<file path="config.mk">
export PLATFORM = sky130hd
export DESIGN_NAME = f2h_sdram_read_arbiter
export DESIGN_NICKNAME = d
export VERILOG_FILES = /design/src/rtl/f2h_sdram_read_arbiter.sv
export SDC_FILE = /design/constraint.sdc
export NUM_CORES = 1
export LEC_CHECK = 0
export ABC_AREA = 1
export BUFFER_PORTS_ARGS = -buffer_cell sky130_fd_sc_hd__buf_2
export CORE_AREA = 2 2 341 343
export CTS_BUF_LIST = sky130_fd_sc_hd__clkbuf_8 sky130_fd_sc_hd__clkbuf_16
export CTS_CLUSTER_SIZE = 24
export DETAILED_ROUTE_END_ITERATION = 10
export DIE_AREA = 0 0 343 345
export PLACE_DENSITY = 0.34
export SETUP_SLACK_MARGIN = 0.02
export SKIP_CTS_REPAIR_TIMING = 1
export SLEW_MARGIN = 20
export SYNTH_ARGS = -nofsm -noshare
export SYNTH_HDL_FRONTEND = slang
export SYNTH_SLANG_ARGS = --single-unit
</file>
<file path="constraint.sdc">
create_clock -name clk -period 2.9 [get_ports clk]
set_clock_uncertainty 0.2 [all_clocks]
set_input_delay 0.145 -clock clk [delete_from_list [all_inputs] [get_ports clk]]
set_output_delay 0.145 -clock clk [all_outputs]
set_load 0.01 [all_outputs]
</file>
<file path="src/rtl/f2h_sdram_read_arbiter.sv">
// f2h_sdram_read_arbiter
// Shares one Avalon-MM burst read port between a high-priority display reader
// (m0) and a secondary reader (m1). Grants are registered (one command per two
// cycles at best), m1 is guaranteed a slot after STARVE_LIMIT back-to-back m0
// grants, and a small FIFO of outstanding bursts steers each returning beat to
// the master that issued it.
//
// state   | meaning
// --------+-----------------------------------------------------------------
// S_IDLE  | no master granted; arbitrate if tracking FIFO has room
// S_GRANT0| m0 drives the slave command bus until accepted or read drops
// S_GRANT1| m1 drives the slave command bus until accepted or read drops

module f2h_sdram_read_arbiter #(
   parameter int DATA_WIDTH      = 256,
   parameter int ADDR_WIDTH      = 27,
   parameter int BURST_WIDTH     = 8,
   parameter int MAX_OUTSTANDING = 4,
   parameter int STARVE_LIMIT    = 8
) (
   input  logic                   clk,
   input  logic                   rst_n,
   input  logic [ADDR_WIDTH-1:0]  m0_address,
   input  logic [BURST_WIDTH-1:0] m0_burstcount,
   input  logic                   m0_read,
   output logic                   m0_waitrequest,
   output logic [DATA_WIDTH-1:0]  m0_readdata,
   output logic                   m0_readdatavalid,
   input  logic [ADDR_WIDTH-1:0]  m1_address,
   input  logic [BURST_WIDTH-1:0] m1_burstcount,
   input  logic                   m1_read,
   output logic                   m1_waitrequest,
   output logic [DATA_WIDTH-1:0]  m1_readdata,
   output logic                   m1_readdatavalid,
   output logic [ADDR_WIDTH-1:0]  s_address,
   output logic [BURST_WIDTH-1:0] s_burstcount,
   output logic                   s_read,
   input  logic                   s_waitrequest,
   input  logic [DATA_WIDTH-1:0]  s_readdata,
   input  logic                   s_readdatavalid,
   output logic                   protocol_err_o
);

   localparam int PW = $clog2(MAX_OUTSTANDING);
   localparam int CW = $clog2(MAX_OUTSTANDING) + 1;
   localparam int SW = $clog2(STARVE_LIMIT + 1);
   localparam logic [CW-1:0] MAX_CNT    = CW'(MAX_OUTSTANDING);
   localparam logic [SW-1:0] STARVE_MAX = SW'(STARVE_LIMIT);

   typedef enum logic [1:0] {
      S_IDLE   = 2'd0,
      S_GRANT0 = 2'd1,
      S_GRANT1 = 2'd2
   } state_t;

   state_t                 state_q, state_d;
   logic [PW-1:0]          wr_ptr_q, wr_ptr_d;
   logic [PW-1:0]          rd_ptr_q, rd_ptr_d;
   logic [CW-1:0]          count_q, count_d;
   logic [BURST_WIDTH-1:0] beat_q, beat_d;
   logic [SW-1:0]          starve_q, starve_d;
   logic                   err_q, err_d;

   logic                   fifo_id_q [MAX_OUTSTANDING];
   logic [BURST_WIDTH-1:0] fifo_bc_q [MAX_OUTSTANDING];

   logic                   g_active, g_sel1, g_read, bc_zero, accept;
   logic [ADDR_WIDTH-1:0]  g_addr;
   logic [BURST_WIDTH-1:0] g_bc, beat_inc, head_bc;
   logic                   fifo_empty, head_id, beat_fire, pop;

   // Granted master's command view; an all-zero burstcount never reaches the slave.
   always_comb begin
      g_active = (state_q != S_IDLE);
      g_sel1   = (state_q == S_GRANT1);
      g_read   = g_sel1 ? m1_read       : m0_read;
      g_addr   = g_sel1 ? m1_address    : m0_address;
      g_bc     = g_sel1 ? m1_burstcount : m0_burstcount;
      bc_zero  = (g_bc == '0);

      s_read       = g_active & g_read & ~bc_zero;
      s_address    = g_active ? g_addr : '0;
      s_burstcount = g_active ? g_bc   : '0;
      accept       = s_read & ~s_waitrequest;

      m0_waitrequest = ((state_q == S_GRANT0) && !bc_zero) ? s_waitrequest : 1'b1;
      m1_waitrequest = ((state_q == S_GRANT1) && !bc_zero) ? s_waitrequest : 1'b1;
   end

   // Response steering from the head of the outstanding-burst FIFO.
   always_comb begin
      fifo_empty = (count_q == '0);
      head_id    = fifo_id_q[rd_ptr_q];
      head_bc    = fifo_bc_q[rd_ptr_q];
      beat_fire  = s_readdatavalid & ~fifo_empty;
      beat_inc   = beat_q + 1'b1;
      pop        = beat_fire & (beat_inc == head_bc);

      m0_readdatavalid = beat_fire & ~head_id;
      m1_readdatavalid = beat_fire &  head_id;
      m0_readdata      = s_readdata;
      m1_readdata      = s_readdata;
      protocol_err_o   = err_q;
   end

   // Next-state: arbitration, FIFO bookkeeping, starvation and error tracking.
   always_comb begin
      state_d = state_q;
      unique case (state_q)
         S_IDLE: begin
            // Full test uses the registered count, so a same-cycle pop does not help.
            if (count_q < MAX_CNT) begin
               if (m1_read && (!m0_read || starve_q == STARVE_MAX)) state_d = S_GRANT1;
               else if (m0_read)                                    state_d = S_GRANT0;
            end
         end
         S_GRANT0, S_GRANT1: begin
            if (accept || !g_read) state_d = S_IDLE;
         end
         default: state_d = S_IDLE;
      endcase

      wr_ptr_d = accept ? wr_ptr_q + 1'b1 : wr_ptr_q;
      rd_ptr_d = pop    ? rd_ptr_q + 1'b1 : rd_ptr_q;
      count_d  = count_q;
      if (accept && !pop)      count_d = count_q + 1'b1;
      else if (!accept && pop) count_d = count_q - 1'b1;

      beat_d = beat_q;
      if (beat_fire) beat_d = pop ? '0 : beat_inc;

      starve_d = starve_q;
      if (accept && !g_sel1 && m1_read && starve_q != STARVE_MAX) starve_d = starve_q + 1'b1;
      else if (accept && g_sel1)                                   starve_d = '0;
      else if (!g_active && !m1_read)                              starve_d = '0;

      err_d = err_q
            | (g_active & ~g_read)
            | (g_active & bc_zero)
            | (s_readdatavalid & fifo_empty);
   end

   // Control registers; reset discards every outstanding burst.
   always_ff @(posedge clk or negedge rst_n) begin
      if (!rst_n) begin
         state_q  <= S_IDLE;
         wr_ptr_q <= '0;
         rd_ptr_q <= '0;
         count_q  <= '0;
         beat_q   <= '0;
         starve_q <= '0;
         err_q    <= 1'b0;
      end else begin
         state_q  <= state_d;
         wr_ptr_q <= wr_ptr_d;
         rd_ptr_q <= rd_ptr_d;
         count_q  <= count_d;
         beat_q   <= beat_d;
         starve_q <= starve_d;
         err_q    <= err_d;
      end
   end

   // FIFO storage; entries are only read while count_q marks them valid.
   always_ff @(posedge clk) begin
      if (accept) begin
         fifo_id_q[wr_ptr_q] <= g_sel1;
         fifo_bc_q[wr_ptr_q] <= g_bc;
      end
   end

endmodule

</file>
Word-level counts from Yosys, hierarchy flattened
Memory sizes are Yosys's and may differ from the RTL's.
Cells that the tools add are included.
{"block": "totals", "latchBits": 0, "regBits": 22, "romBits": 0, "wordCells": 90, "ram_bits": 36, "memories": 2}
{"memory": "fifo_bc_q", "depth": 4, "word_bits": 8, "read_ports": 1, "rd_ports_with_merged_regs": 0, "wr": 1, "line_no": "65", "text": "logic [BURST_WIDTH-1:0] fifo_bc_q [MAX_OUTSTANDING];"}
{"memory": "fifo_id_q", "depth": 4, "word_bits": 1, "read_ports": 1, "rd_ports_with_merged_regs": 0, "wr": 1, "line_no": "64", "text": "logic fifo_id_q [MAX_OUTSTANDING];"}
{"block": "op_classes", "n_mux": 20, "reduce_logical": 28, "n_addsub": 6, "eq_ne": 8, "n_shift": 0, "bitwise": 18, "n_div": 0, "n_mul": 0, "magnitude_cmp": 1}
{"cell": "$mux W27", "n": 2}
{"cell": "$mux W8", "n": 3}
{"cell": "$mux W4", "n": 3}
{"cell": "$and A1 B1 Y1", "n": 10}
{"cell": "$logic_and A1 B1 Y1", "n": 10}
{"cell": "$add A8 B1 Y8 const B", "n": 1}
{"cell": "$eq A8 B8 Y1", "n": 1}
{"cell": "$logic_not A1 Y1", "n": 8}
{"cell": "$logic_not A8 Y1", "n": 1}
{"cell": "$mux W2", "n": 4}
{"cell": "$mux W3", "n": 2}
{"cell": "$mux W1", "n": 5}
{"cell": "$not A1 Y1", "n": 5}
{"cell": "$add A2 B1 Y2 const B", "n": 2}
{"cell": "$add A4 B1 Y4 const B", "n": 1}
{"cell": "$eq A4 B4 Y1 const B", "n": 1}
{"cell": "$ne A2 B2 Y1 const B", "n": 2}
{"cell": "$ne A4 B4 Y1 const B", "n": 1}
{"cell": "$pmux W2 S2", "n": 1}
{"cell": "$reduce_bool A2 Y1", "n": 2}
{"cell": "$add A3 B1 Y3 const B", "n": 1}
{"cell": "$logic_not A3 Y1", "n": 1}
{"cell": "$lt A3 B3 Y1 const B", "n": 1}
{"cell": "$ne A3 B3 Y1 const B", "n": 1}
{"cell": "other kinds (9)", "n": 12}

Depth between registers and ports, before layout
{"block": "logic_depth", "depth_word": 10, "depth_mapped": 17}

Worst setup path after synthesis
OpenSTA, ideal clock, no wires.
{"block": "synth_path", "path_kind": "register to register", "startpoint": "register state_q[0]", "endpoint": "register count_q[1]", "path_slack_ps": 105, "synth_period_minus_slack_ps": 2795, "arrival_time_ps": 2470, "path_stages_with_launch": 16, "setup_ps": 125, "required_time_ps": 2575, "path_cell_list": "dfrtp_1 -> inv_1 -> ha_1 -> buf_6 -> inv_2 -> buf_6 -> nand2_2 -> nand2_1 -> nor3_2 -> nand2_2 -> nand3_4 -> inv_2 -> ha_1 -> inv_1 -> fa_1 -> mux2_2"}
{"item": "from (decl)", "line_no": "56", "text": "state_t state_q, state_d;"}
{"item": "from (signal assigned)", "line_no": "154", "text": "state_q <= state_d;"}
{"item": "$eq A2 B2 Y1", "line_no": "75", "text": "g_sel1 = (state_q == S_GRANT1);"}
{"item": "named net g_sel1", "line_no": "67", "text": "logic g_active, g_sel1, g_read, bc_zero, accept;"}
{"item": "$mux W8", "line_no": "78", "text": "g_bc = g_sel1 ? m1_burstcount : m0_burstcount;"}
{"item": "named net g_bc[7]", "line_no": "69", "text": "logic [BURST_WIDTH-1:0] g_bc, beat_inc, head_bc;"}
{"item": "$logic_not A8 Y1", "line_no": "79", "text": "bc_zero = (g_bc == '0);"}
{"item": "$not A1 Y1", "line_no": "81", "text": "s_read = g_active & g_read & ~bc_zero;"}
{"item": "$and A1 B1 Y1", "line_no": "81"}
{"item": "$and A1 B1 Y1", "line_no": "84", "text": "accept = s_read & ~s_waitrequest;"}
{"item": "named net accept", "line_no": "67"}
{"item": "$logic_and A1 B1 Y1", "line_no": "126", "text": "if (accept && !pop) count_d = count_q + 1'b1;"}
{"item": "$mux W3", "line_no": "126"}
{"item": "named net count_d[1]", "line_no": "59", "text": "logic [CW-1:0] count_q, count_d;"}
{"item": "to (signal assigned)", "line_no": "157", "text": "count_q <= count_d;"}
{"item": "to (decl)", "line_no": "59"}
The timed path passes the listed nets, and every way through them passes these cells.
A chain may end at the register's enable or synchronous reset.

Worst setup path in the final report
{"block": "layout_path", "startpoint": "register state_q[0]", "endpoint": "register count_q[1]"}
{"item": "$eq A2 B2 Y1 *", "line_no": "75"}
{"item": "named net g_sel1", "line_no": "67"}
{"item": "$mux W8", "line_no": "78"}
{"item": "$logic_not A8 Y1", "line_no": "79"}
{"item": "$not A1 Y1", "line_no": "81"}
{"item": "$and A1 B1 Y1 *", "line_no": "81"}
{"item": "$and A1 B1 Y1 *", "line_no": "84"}
{"item": "named net accept", "line_no": "67"}
{"item": "$logic_and A1 B1 Y1 *", "line_no": "126"}
{"item": "$mux W3 *", "line_no": "126"}
{"item": "named net count_d[1]", "line_no": "59"}
Mark *: on every way through the listed nets, which the timed path passes. The rest lies on a longest branch.

==> results summary <==
Using the TritonRoute via totals, the vias-per-cell ratio works out to 2.04. The worst path meets setup with 0.182 ns of slack. The setup slack at placement is roughly 0.0017 ns. The post-layout net count is ~1.0k.

In the finished design, the share of the clock period the worst path needs comes to 0.937. Among all flip-flop cells after synthesis, the most frequent one is sky130_fd_sc_hd__edfxtp_1. The number of max-capacitance violations reported came out at 0. The yosys synthesis warning count came out at 0. The slack of the worst reg-to-reg path is around 0.18 ns.

The type of the most critical hold path is input port to flip-flop. The first-pass detailed-route iteration total came out at 4. The gate count after technology mapping came out at a little over 1k. 885 I/O pins were placed. The final critical-path required period came out at roughly 2.7 ns. For this run, the top clock speed supported by timing is 0.368 GHz. The number of DRC violations after detailed routing came out at 0. Setup repair after global routing could not meet its margin everywhere. The clock transition at the register clock pins on the worst setup and hold paths after CTS is 0.05 ns. The count of distinct cell types in the synthesized netlist came out at 34. The endpoint identified for the worst register-to-register timing path is count_q[1]$_DFFE_PN0P_. The worst register-to-register path begins at state_q[0]$_DFFE_PN0P_. The most critical setup path has its startpoint at state_q[0]$_DFFE_PN0P_. The data arrival time of the critical path came out at 2.73 ns. The transition time of the tightest slew-check pin is just over 0.6 ns.

Entering global routing, the biggest net connects 30 pins. The clock insertion delay at the later pin of the skew report is between 0.3 and 0.4 ns. The via count of the first global-routing pass came out at between 4k and 5k.

The post-synthesis async set-or-reset flop share is 0.379. The kind of launch point of the worst setup path is a flip-flop. 0 antenna diodes ended up in the layout. The initial antenna violation count was 1. The placer's final routability congestion estimate is 0.710.

The overall overflow remaining after global route is 0. The leakage power figure is 2.71 nW. The maximum ir drop on the vdd rail is between 0.2 and 0.3 mV. The final setup violation count came out at 0. The synthesized design spends more area on one cell type than any other, namely sky130_fd_sc_hd__buf_4.

The wire length of the first global-routing pass came out at roughly 37 mm. The floorplan step set the die height to 345 um. The share of the synthesized area in the top cell type is 0.507.

Headroom to the max-slew limit came out at 0.590. The number of hold violations in the final report came out at 0. The data required time of the critical path is a little under 3 ns. The die outline width came out at about 340 um. The critical path start-end classification is flip-flop to flip-flop.

The power density of the placed cells is about 600 mW/mm^2. Port buffering added 116 buffers. The synthesized design contains a little under 60 register bits. Detailed placement ended at an HPWL of about 24 mm.

Across every metal layer, demand over resource in global routing totals 0.0449. The total die area is 0.118 mm^2. In the final routed layout, each cell accounts on average for between 10 and 15 um. The post-synthesis average cell area is roughly 7.5 um^2. The number of levels the H-tree was split into is 3. The share of the core filled with cells is 0.0606. Leaving out fill and tap cells, the most frequent cells in the layout are sky130_fd_sc_hd__nand2_1 (152), sky130_fd_sc_hd__buf_2 (116), sky130_fd_sc_hd__nor2_1 (75). The clock sink count came out at 58.

In this run the clock root is driven by a sky130_fd_sc_hd__clkbuf_16. The synthesis-to-layout area growth is -8.31%. The worst-case reg-to-reg path depth is 15.

In this run the worst setup path terminates at count_q[1]$_DFFE_PN0P_. The number of nets in the synthesized netlist came out at about 1.4k. The total routed wirelength is 28.2 mm.

Ranked by total cell area, the synthesized netlist is headed by sky130_fd_sc_hd__buf_4 (51%), sky130_fd_sc_hd__edfxtp_1 (14%), sky130_fd_sc_hd__nand2_1 (7.6%). Row generation in the floorplan step produced 125 rows. The netlist area before placement came out at around 0.0076 mm^2. The number of enable-type register cells in the synthesized netlist is 36.

The number of violations reported at the end of detailed-routing iteration 0 is about 240. The initial utilization of the core area, before any placement, comes to 0.0661. The TritonCTS clock tree is yes. The CTS buffer count came out at 9. Of the synthesized area, sequential elements account for 0.215.

The flow ran to the end, and the final reports show no timing, DRC or antenna violations. The worst setup path is captured at a flip-flop. The fraction of final layout cells with drive strength greater than 1 came out at 0.344. The number of max-slew violations in the final report came to 0. The library cell used most frequently in the layout, excluding fill and tap cells, is sky130_fd_sc_hd__nand2_1.

The total number of vias is around 4.5k. The biggest fanout along the worst timing path came out at 6. The area of the core is 0.115 mm^2. The post-detailed-route count of antenna-violating nets came out at 0. In this run the deepest clock path goes through 2 buffers. The final total power is around 4.2 mW.
[kinds of logic after synthesis]
group | Yosys count | share of synthesized area
flops | 58 | 0.215
compound gates | 45 | 0.0316
mux | 1 | 0.00148
fa+ha+maj | 12 | 0.0207
simple gates | 304 | 0.177
xor+xnor | 7 | 0.00806
buf+inv | 585 | 0.547
[synth_stat cells (2+ instances only)]
cell type / count
sky130_fd_sc_hd__a21oi_1: 5
sky130_fd_sc_hd__buf_2: 3
sky130_fd_sc_hd__buf_4: 514
sky130_fd_sc_hd__buf_6: 4
sky130_fd_sc_hd__clkbuf_1: 9
sky130_fd_sc_hd__dfrtp_1: 22
sky130_fd_sc_hd__edfxtp_1: 36
sky130_fd_sc_hd__ha_1: 11
sky130_fd_sc_hd__inv_1: 46
sky130_fd_sc_hd__inv_2: 8
sky130_fd_sc_hd__nand2_1: 154
sky130_fd_sc_hd__nand2_2: 5
sky130_fd_sc_hd__nand3_1: 43
sky130_fd_sc_hd__nand3_2: 8
sky130_fd_sc_hd__nand3_4: 2
sky130_fd_sc_hd__nand3b_1: 2
sky130_fd_sc_hd__nand4_1: 3
sky130_fd_sc_hd__nor2_1: 77
sky130_fd_sc_hd__nor2_2: 4
sky130_fd_sc_hd__nor2_4: 2
sky130_fd_sc_hd__o21ai_0: 32
sky130_fd_sc_hd__o21ai_1: 4
sky130_fd_sc_hd__o21ai_2: 2
sky130_fd_sc_hd__xnor2_1: 2
sky130_fd_sc_hd__xor2_1: 5
[critical path: stages (launching register included)]
cell,delay [ns]
sky130_fd_sc_hd__dfrtp_1,0.38
sky130_fd_sc_hd__inv_2,0.08
sky130_fd_sc_hd__ha_4,0.20
sky130_fd_sc_hd__buf_6,0.13
sky130_fd_sc_hd__nor2_1,0.04
sky130_fd_sc_hd__nor2_1,0.13
sky130_fd_sc_hd__nand2_1,0.09
sky130_fd_sc_hd__nor3_2,0.16
sky130_fd_sc_hd__buf_4,0.15
sky130_fd_sc_hd__nand2_4,0.05
sky130_fd_sc_hd__nand3_4,0.06
sky130_fd_sc_hd__inv_2,0.04
sky130_fd_sc_hd__ha_2,0.17
sky130_fd_sc_hd__inv_2,0.06
sky130_fd_sc_hd__fa_1,0.39
sky130_fd_sc_hd__mux2_2,0.26
[metrics by stage]
step / TNS (ns) / std cells / cell area (um^2) / hold WS (ns)
6_report: 0 / 2192 / 6970 / 0.0202
5_1_grt: 0 / 2192 / 6970 / 0.0335
4_1_cts: -0.0364 / 2184 / 6830 / -0.367
3_5_place_dp: 0 / 2168 / 6520 / -0.00433
3_3_place_gp: -0.00479 / 2168 / 6520 / -0.000212
2_1_floorplan: 0 / 1012 / 7600 / -0.351
[area by class of cell]
class	count	area [um^2]
tap	1524	1910
clock buffer	9	225
fill	13726	108000
sequential	58	1630
inverter	54	203
clock inverter	7	85.1
multi-input combinational	369	1860
timing repair buffer	171	1060
[per-layer routing]
metal | up-vias | part of all wire | track usage
met3 | 151 | 0.21 | 0.0447
met4 | 10 | 0.057 | 0.0263
li1 | 1928 | - | -
met2 | 492 | 0.39 | 0.0583
met1 | 1897 | 0.34 | 0.0430
met5 | - | 0.011 | 0.0204
[state kept, by name, indices dropped and copies added (netlist names)]
signal / flops
fifo_id_q: 4
protocol_err_o: 1
starve_q: 4
rd_ptr_q: 2
wr_ptr_q: 2
state_q: 2
beat_q: 8
fifo_bc_q: 32
count_q: 3
[worst min-delay path by stage]
stage | startpoint | to | slack (ns) | cells after the start
final | m0_burstcount[0] | fifo_bc_q[3][0]$_DFFE_PP_ | 0.02 | 3
after global routing | m0_burstcount[0] | fifo_bc_q[3][0]$_DFFE_PP_ | 0.03 | 3
after CTS | rst_n | state_q[0]$_DFFE_PN0P_ | -0.37 | 1
after detailed placement | rst_n | state_q[0]$_DFFE_PN0P_ | -0.004 | 1
after global placement | rst_n | state_q[1]$_DFFE_PN0P_ | -0.0002 | 1
after floorplan | rst_n | beat_q[0]$_DFFE_PN0P_ | -0.35 | 0
[power breakdown]
group / switching (mW) / total, mW / leakage [nW] / internal, mW
clock network: 0.385 / 1.13 / 0.154 / 0.742
logic: 1.19 / 1.96 / 1.95 / 0.770
registers: 0.102 / 1.15 / 0.606 / 1.05
Power figures use the tool's default switching activity.
